==> config.mk <==
export PLATFORM = sky130hd
export DESIGN_NAME = uncached_data_bridge
export DESIGN_NICKNAME = d
export VERILOG_FILES = /design/src/rtl/uncached_data_bridge.sv
export SDC_FILE = /design/constraint.sdc
export NUM_CORES = 1
export LEC_CHECK = 0
export CAP_MARGIN = 20
export CORE_MARGIN = 2
export CORE_UTILIZATION = 40
export CTS_CLUSTER_SIZE = 25
export DETAILED_ROUTE_END_ITERATION = 7
export PLACE_DENSITY = 0.91
export SETUP_SLACK_MARGIN = 0.1
export SYNTH_ARGS = -nofsm -noshare
export SYNTH_HDL_FRONTEND = slang
export SYNTH_SLANG_ARGS = --single-unit
==> constraint.sdc <==
create_clock -name clock_i -period 2.25 [get_ports clock_i]
set_input_delay 0.3375 -clock clock_i [delete_from_list [all_inputs] [get_ports clock_i]]
set_output_delay 0.3375 -clock clock_i [all_outputs]
set_load 0.02 [all_outputs]
==> src/rtl/uncached_data_bridge.sv <==
// uncached_data_bridge: single-beat AXI reads/writes for uncached CPU data accesses
module uncached_data_bridge #(
    parameter logic [3:0] AXI_ID  = 4'd1,
    parameter logic [2:0] RD_SIZE = 3'b010
) (
    input  logic        clock_i,
    input  logic        reset_i,
    input  logic        flush_i,
    input  logic [31:0] addr_i,
    input  logic        ren_i,
    input  logic [3:0]  wen_i,
    input  logic [31:0] wdata_i,
    input  logic        cache_ena_i,
    output logic        read_ok_o,
    output logic        write_ok_o,
    output logic [31:0] rdata_o,
    output logic        busy_o,
    output logic [3:0]  arid_o,
    output logic [31:0] araddr_o,
    output logic [3:0]  arlen_o,
    output logic [2:0]  arsize_o,
    output logic [1:0]  arburst_o,
    output logic [1:0]  arlock_o,
    output logic [3:0]  arcache_o,
    output logic [2:0]  arprot_o,
    output logic        arvalid_o,
    input  logic        arready_i,
    input  logic [3:0]  rid_i,
    input  logic [31:0] rdata_i,
    input  logic [1:0]  rresp_i,
    input  logic        rlast_i,
    input  logic        rvalid_i,
    output logic        rready_o,
    output logic [3:0]  awid_o,
    output logic [31:0] awaddr_o,
    output logic [3:0]  awlen_o,
    output logic [2:0]  awsize_o,
    output logic [1:0]  awburst_o,
    output logic [1:0]  awlock_o,
    output logic [3:0]  awcache_o,
    output logic [2:0]  awprot_o,
    output logic        awvalid_o,
    input  logic        awready_i,
    output logic [3:0]  wid_o,
    output logic [31:0] wdata_o,
    output logic [3:0]  wstrb_o,
    output logic        wlast_o,
    output logic        wvalid_o,
    input  logic        wready_i,
    input  logic [3:0]  bid_i,
    input  logic [1:0]  bresp_i,
    input  logic        bvalid_i,
    output logic        bready_o
);
    typedef enum logic [2:0] {IDLE, RD_ADDR, RD_DATA, WR_REQ, WR_RESP, HOLD} state_e;

    state_e      state_q, state_d;
    logic [31:0] araddr_q, awaddr_q, wdata_q, rdata_q;
    logic [2:0]  awsize_q, wsize;
    logic [1:0]  woff;
    logic [3:0]  wstrb_q;
    logic        awdone_q, wdone_q, discard_q, read_ok_q, write_ok_q;
    logic        rd_acc, wr_acc, r_hit, b_hit, aw_ok, w_ok;
    logic        unused_ok;

    // Response errors and rlast carry no information for single-beat accesses
    assign unused_ok = ^{rresp_i, bresp_i, rlast_i, addr_i[1:0]};

    assign rd_acc = state_q == IDLE && !flush_i && !cache_ena_i && ren_i;
    assign wr_acc = state_q == IDLE && !flush_i && !cache_ena_i && !ren_i && |wen_i;
    assign r_hit  = state_q == RD_DATA && rvalid_i && rid_i == AXI_ID;
    assign b_hit  = state_q == WR_RESP && bvalid_i && bid_i == AXI_ID;
    assign aw_ok  = awdone_q || awready_i;
    assign w_ok   = wdone_q || wready_i;

    // Narrow write size and low address bits derived from the byte strobes
    always_comb begin
        wsize = 3'd2;
        woff  = 2'b00;
        case (wen_i)
            4'b0011: wsize = 3'd1;
            4'b1100: begin wsize = 3'd1; woff = 2'b10; end
            4'b0001: wsize = 3'd0;
            4'b0010: begin wsize = 3'd0; woff = 2'b01; end
            4'b0100: begin wsize = 3'd0; woff = 2'b10; end
            4'b1000: begin wsize = 3'd0; woff = 2'b11; end
            default: ;
        endcase
    end

    // Next-state logic
    always_comb begin
        state_d = state_q;
        case (state_q)
            IDLE:    state_d = rd_acc ? RD_ADDR : wr_acc ? WR_REQ : IDLE;
            RD_ADDR: state_d = arready_i ? RD_DATA : RD_ADDR;
            RD_DATA: state_d = r_hit ? HOLD : RD_DATA;
            WR_REQ:  state_d = (aw_ok && w_ok) ? WR_RESP : WR_REQ;
            WR_RESP: state_d = b_hit ? HOLD : WR_RESP;
            default: state_d = IDLE;
        endcase
    end

    // State, handshake tracking, discard flag and ok pulses
    always_ff @(posedge clock_i or negedge reset_i) begin
        if (!reset_i) begin
            state_q    <= IDLE;
            awdone_q   <= 1'b0;
            wdone_q    <= 1'b0;
            discard_q  <= 1'b0;
            read_ok_q  <= 1'b0;
            write_ok_q <= 1'b0;
        end else begin
            state_q    <= state_d;
            awdone_q   <= state_q == WR_REQ && state_d == WR_REQ && aw_ok;
            wdone_q    <= state_q == WR_REQ && state_d == WR_REQ && w_ok;
            discard_q  <= state_q != IDLE && state_q != HOLD && (discard_q || flush_i);
            read_ok_q  <= r_hit && !discard_q && !flush_i;
            write_ok_q <= b_hit && !discard_q && !flush_i;
        end
    end

    // Request capture and read data register
    always_ff @(posedge clock_i or negedge reset_i) begin
        if (!reset_i) begin
            araddr_q <= '0;
            awaddr_q <= '0;
            awsize_q <= '0;
            wstrb_q  <= '0;
            wdata_q  <= '0;
            rdata_q  <= '0;
        end else begin
            if (rd_acc) araddr_q <= {addr_i[31:2], 2'b00};
            if (wr_acc) begin
                awaddr_q <= {addr_i[31:2], woff};
                awsize_q <= wsize;
                wstrb_q  <= wen_i;
                wdata_q  <= wdata_i;
            end
            if (r_hit) rdata_q <= rdata_i;
        end
    end

    assign read_ok_o  = read_ok_q;
    assign write_ok_o = write_ok_q;
    assign rdata_o    = rdata_q;
    assign busy_o     = state_q != IDLE;
    assign arvalid_o  = state_q == RD_ADDR;
    assign rready_o   = state_q == RD_DATA;
    assign awvalid_o  = state_q == WR_REQ && !awdone_q;
    assign wvalid_o   = state_q == WR_REQ && !wdone_q;
    assign bready_o   = state_q == WR_RESP;
    assign araddr_o   = araddr_q;
    assign arsize_o   = RD_SIZE;
    assign awaddr_o   = awaddr_q;
    assign awsize_o   = awsize_q;
    assign wdata_o    = wdata_q;
    assign wstrb_o    = wstrb_q;
    assign wlast_o    = 1'b1;
    assign arid_o     = AXI_ID;
    assign awid_o     = AXI_ID;
    assign wid_o      = AXI_ID;
    assign arlen_o    = '0;
    assign awlen_o    = '0;
    assign arburst_o  = 2'b01;
    assign awburst_o  = 2'b01;
    assign arlock_o   = '0;
    assign awlock_o   = '0;
    assign arcache_o  = '0;
    assign awcache_o  = '0;
    assign arprot_o   = '0;
    assign awprot_o   = '0;
endmodule

* Yosys cells after proc, flatten, opt, wreduce, memory -nomap -nowiden
Cells that the tools add are included.
** Cells by class
- Equality and inequality tests :: 14
- Multiplexer cells :: 9
- Reductions and logical operators :: 36
** Operators by type and width (number)
- 1-bit logical AND :: 21
- 3-bit case mux with 5 select lines :: 1
- 4-bit by 1-bit equality test with 1-bit output (second input constant) :: 3
- 3-bit by 2-bit equality test with 1-bit output (second input constant) :: 3
- 4-bit by 2-bit equality test with 1-bit output (second input constant) :: 2
- 4-bit equality test (second input constant) :: 2
- 4-bit OR reduction :: 2
- 1-bit logical NOT :: 6
- 2-bit 2-to-1 mux :: 3
- 3-bit 2-to-1 mux :: 2
- 2-bit case mux with 3 select lines :: 1
- 4-bit by 3-bit equality test with 1-bit output (second input constant) :: 1
- 2-bit case mux with 2 select lines :: 1
- 2-bit OR reduction :: 2
- 3-bit by 1-bit equality test with 1-bit output (second input constant) :: 1
- 3-bit equality test (second input constant) :: 1
- 3-bit logical NOT :: 1
- 1-bit logical OR :: 3
- 3-bit != test (second input constant) :: 1
- 3-bit nonzero test :: 1
- 1-bit 2-to-1 mux :: 1
** Storage, ports and cells
- Flip-flop bits (word level) :: 141
- Input port bits :: 123
- Output and inout bits :: 189
- Word-level logic and storage cells :: 71

* Depth between registers and ports, before layout
Gate-level depths: netlist of the first run.
- Depth in word-level cells :: 11
- Gate-level depth with buffers :: 6

* Worst setup path before layout of the first run
OpenSTA, ideal clock, no wires.
- Path type :: in2reg
- Start point :: in wen_i[0]
- End point :: reg wdata_q[0] (netlist: wdata_o[0])
- Library setup time :: 0.125 ns
- Arrival time :: 1.617 ns
- Data required time :: 2.125 ns
- Slack :: 0.507 ns
- Cell stages on the path :: 5
- Path buffers :: 2
- Path through :: or4_1 nand3_2 buf_6 buf_6 mux2_4
** On the way
- Word-level cells in the longest chain between the ends :: 2
** Ends and longest elaborated chain
- start, declared :: RTL line 11 : input logic [3:0] wen_i,
- 4-bit OR reduction :: RTL line 70 : assign wr_acc = state_q == IDLE && !flush_i && !cache_ena_i && !ren_i && |wen_i;
- 1-bit logical AND :: RTL line 70
- end signal, assigned :: RTL line 138 : wdata_q <= wdata_i;
- end, declared :: RTL line 58 : logic [31:0] araddr_q, awaddr_q, wdata_q, rdata_q;
Every way passes these cells.
A chain may end at the register's enable or synchronous reset.

* Worst setup path in the final report of the first run
- Start point :: reg state_q[0]
- End point :: out busy_o
** On the way
- Word-level cells in the longest chain between the ends :: 1
** Ends and longest elaborated chain
- start, declared :: RTL line 57 : state_e state_q, state_d;
- start signal, assigned :: RTL line 114 : state_q <= state_d;
- 3-bit nonzero test :: RTL line 147 : assign busy_o = state_q != IDLE;
- end, declared :: RTL line 17 : output logic busy_o,
Every way passes these cells.

==> impl_metrics.csv, run 1 <==
group,metric,value,unit
global_route,globalRouteTotalUtil,18.92,%
sta,slew_headroom,63.67,%
routing,vias,4027,
floorplan,row_count,44,
synth,syn_area_per_cell,15.31,um^2
sta,period_needed,2039,ps
synth,netlist_area,0.005956,mm^2
routing,wire_per_inst,17.56,um
critical_path,cpMaxStageDelayCell,"dfrtp_2",
critical_path,crit_required,1910,ps
clock_tree,clk_pin_slew,60,ps
cells_and_area,area_growth,55.42,%
critical_path,slowest_delay,470,ps
global_route,grt_overflow,0,
critical_path,arrival,1700,ps
placed_design,dp_slack,-33.56,ps
synth,ys_seq_area_share,58.82,%
sta,max_freq,0.4903,GHz
floorplan,core_area,0.01453,mm^2
floorplan,die_h,126.0,um
sta,timing.final.crit_share,90.64,%
critical_path,crit_chain,"nor3_4 -> buf_4 -> inv_1 -> dlygate4sd2_1",
global_route,grt_max_degree,57,
synth,netlist_instances,389,
sta,hold_viol_final,0,
synth,ys_async_sr_fraction,100.0,%
critical_path,crit-reg2reg-launch,"state_q[2]",
routing,drtIter0Drc,103,
sta,worstMarginPinSlew,545.0,ps
sta,rsz0062_at_grt,"false",
global_route,grt_pass1_vias,4373,
clock_tree,clock_path_buffers,2,
cells_and_area,multi_input_area,0.002127,mm^2
min_path,min_path_type,"flip-flop to flip-flop",
routing,dr.pass1.iters,4,
power_and_ir_drop,p_leak,4.233,nW
power_and_ir_drop,power_density,1439,mW/mm^2
global_route,antenna_found_initial,0,
placed_design,port_buffers,255,
sta,setup_viol,0,
synth,ys_ff_latch,140,
clock_tree,cts_tree,"done",
routing,routed_via_density,4.677,
synth,synth_ff_type,"dfrtp_1",
global_route,grt_pass1_wl,23200,um
clock_tree,numCtsBuffers,17,
sta,slew_viol_final,0,
power_and_ir_drop,p_total,13.32,mW
critical_path,worstPathMaxFanout,8,
sta,timing.setup.tns,0,ps
clock_tree,postCtsSetupBuffers,0,
cells_and_area,fill_cells,1099,
cells_and_area,antenna_cells,0,
placed_design,dpl.hpwl,11470,um
clock_tree,htreeDepth,4,
cells_and_area,seq_area,0.003506,mm^2
power_and_ir_drop,ir_worst_vdd,812.6,uV
synth,synth-edff-count,0,
clock_tree,clk_latency,410,ps
clock_tree,clock-sinks,140,
cells_and_area,drive_gt1_share,27.77,%
sta,skew,4.971,ps
routing,postRouteWirelength,15120,um
sta,finalWorstSetupSlack,210.5,ps
floorplan,pin_count,312,
floorplan,die_x,126.0,um
routing,post-route-drc-count,0,
critical_path,r2r_slack,480,ps
min_path,min-delay-start,"discard_q",
placed_design,place_congestion,0.8356,
floorplan,die_area,0.01588,mm^2
synth,synth_cell_type_count,41,
critical_path,criticalPathCategory,"flip-flop to primary output",
floorplan,initial_utilization,40.98,%
critical_path,worst_setup_path_start_kind,"flip-flop",
critical_path,end_kind,"primary output",
critical_path,startpoint,"state_q[0]",
cells_and_area,final_nets,787,
routing,ant_nets,0,
clock_tree,cts_root_buffer,"clkbuf_16",
status,status,"completed",
synth,ys_warn_count,0,
run,cap_viol_max_count,0,
==> sequential cells by signal (all words and copies together), names as in the netlist <==
register / count
awaddr_o: 32
araddr_o: 30
write_ok_o: 1
rdata_o: 32
awsize_o: 2
wdone_q: 1
awdone_q: 1
discard_q: 1
read_ok_o: 1
wstrb_o: 4
state_q: 3
wdata_o: 32
==> cells in the final DEF, fill, tap and decap left out, types with 4 or more instances in the layout <==
cell type        netlist  routed
buf_12                 0       5
conb_1                 2      49
clkbuf_8               0       5
nor2_1                 9       9
dlygate4sd2_1          0       6
mux2_4                28      28
mux2_2                99      99
dfrtp_1              140     138
clkbuf_16              0      17
clkdlybuf4s50_1        0     248
inv_1                  4       4
buf_4                 53      12
==> stage by stage <==
step	area, um^2	std cells	hold WS (ps)	utilization, %
finish	9256	861	461.1	63.69
global route	9256	861	475.7	63.69
CTS	9256	861	459.4	63.69
detailed placement	8615	828	345.0	59.27
global placement	8615	828	330.4	59.27
floorplan	6132	436	41.91	-
==> kinds of logic (layout without fill, tap and decap cells) <==
group,Yosys count,in the layout,share of synthesized area (%)
XOR/XNOR,1,1,0.1471
flip-flops,140,140,58.82
buffers and inverters,68,309,8.718
AND/OR/NAND/NOR,37,37,4.517
multiplexers,127,127,25.78
other,2,49,0.1261
AO/OA/AOI/OAI,14,14,1.891
==> what timing repair did <==
action,in CTS,in global routing
hold endpoints to repair,54,0
hold buffers,1,0
resized for setup,9,0
setup endpoints to repair,6,0
==> final timing paths <==
kind / depth (start not counted) / endpoint
worst max-delay path: 4 / busy_o
worst min-delay path: 1 / read_ok_o
worst max register to register: 6 / rdata_o[19]
worst min register to register: 1 / read_ok_o
max in group asynchronous: 3 / wstrb_o[1]
min in group asynchronous: 2 / wdata_o[22]
==> power breakdown <==
part | leakage [nW] | switching (mW) | internal, mW
sequential | 1.74 | 0.671 | 3.68
clock | 0.309 | 1.03 | 1.89
combinational | 2.19 | 2.78 | 3.27
total | 4.23 | 4.47 | 8.85
==> synth_stat cells (all sizes together), types with 2 or more instances <==
cell type  instances  area share [%]
nor3               4            0.61
inv                4            0.25
a31oi              2            0.21
nor2               9            0.57
or2                3            0.32
mux2             127              26
nand4b             3            0.69
dfrtp            140              59
nand3              3            0.34
a22o               2            0.29
nor3b              5            0.82
conb               2            0.13
buf               64             8.5
nor4bb             2            0.34
nand2              2            0.13
==> routing by layer <==
layer / GRT usage, % / up-vias / share of wire [%]
met5: 0 / - / 0
met4: 6.787 / 0 / 2.1
met3: 7.307 / 24 / 7.4
met2: 34.09 / 167 / 55
met1: 20.10 / 2027 / 36
li1: - / 1809 / -
==> cell type report <==
type	instances	share of cell area, %
Sequential cell	140	37.88
Tap cell	184	2.487
Timing Repair Buffer	273	29.67
Clock buffer	23	5.380
Inverter	4	0.1622
Multi-Input combinational cell	228	22.98
Clock inverter	9	1.446
==> critical path: cells and delay by family (launching register included) <==
kind	cells	cell delay [ps]
buffers and inverters	3	560
flip-flops	1	470
AND/OR/NAND/NOR	1	260
Power figures use the tool's default switching activity.
==> inputs of run 2 (changes only) <==
Settings changed: TNS_END_PERCENT from default to 30.
==> results of run 2 <==
Final layout, timing and power as in run 1 (identical DEF).
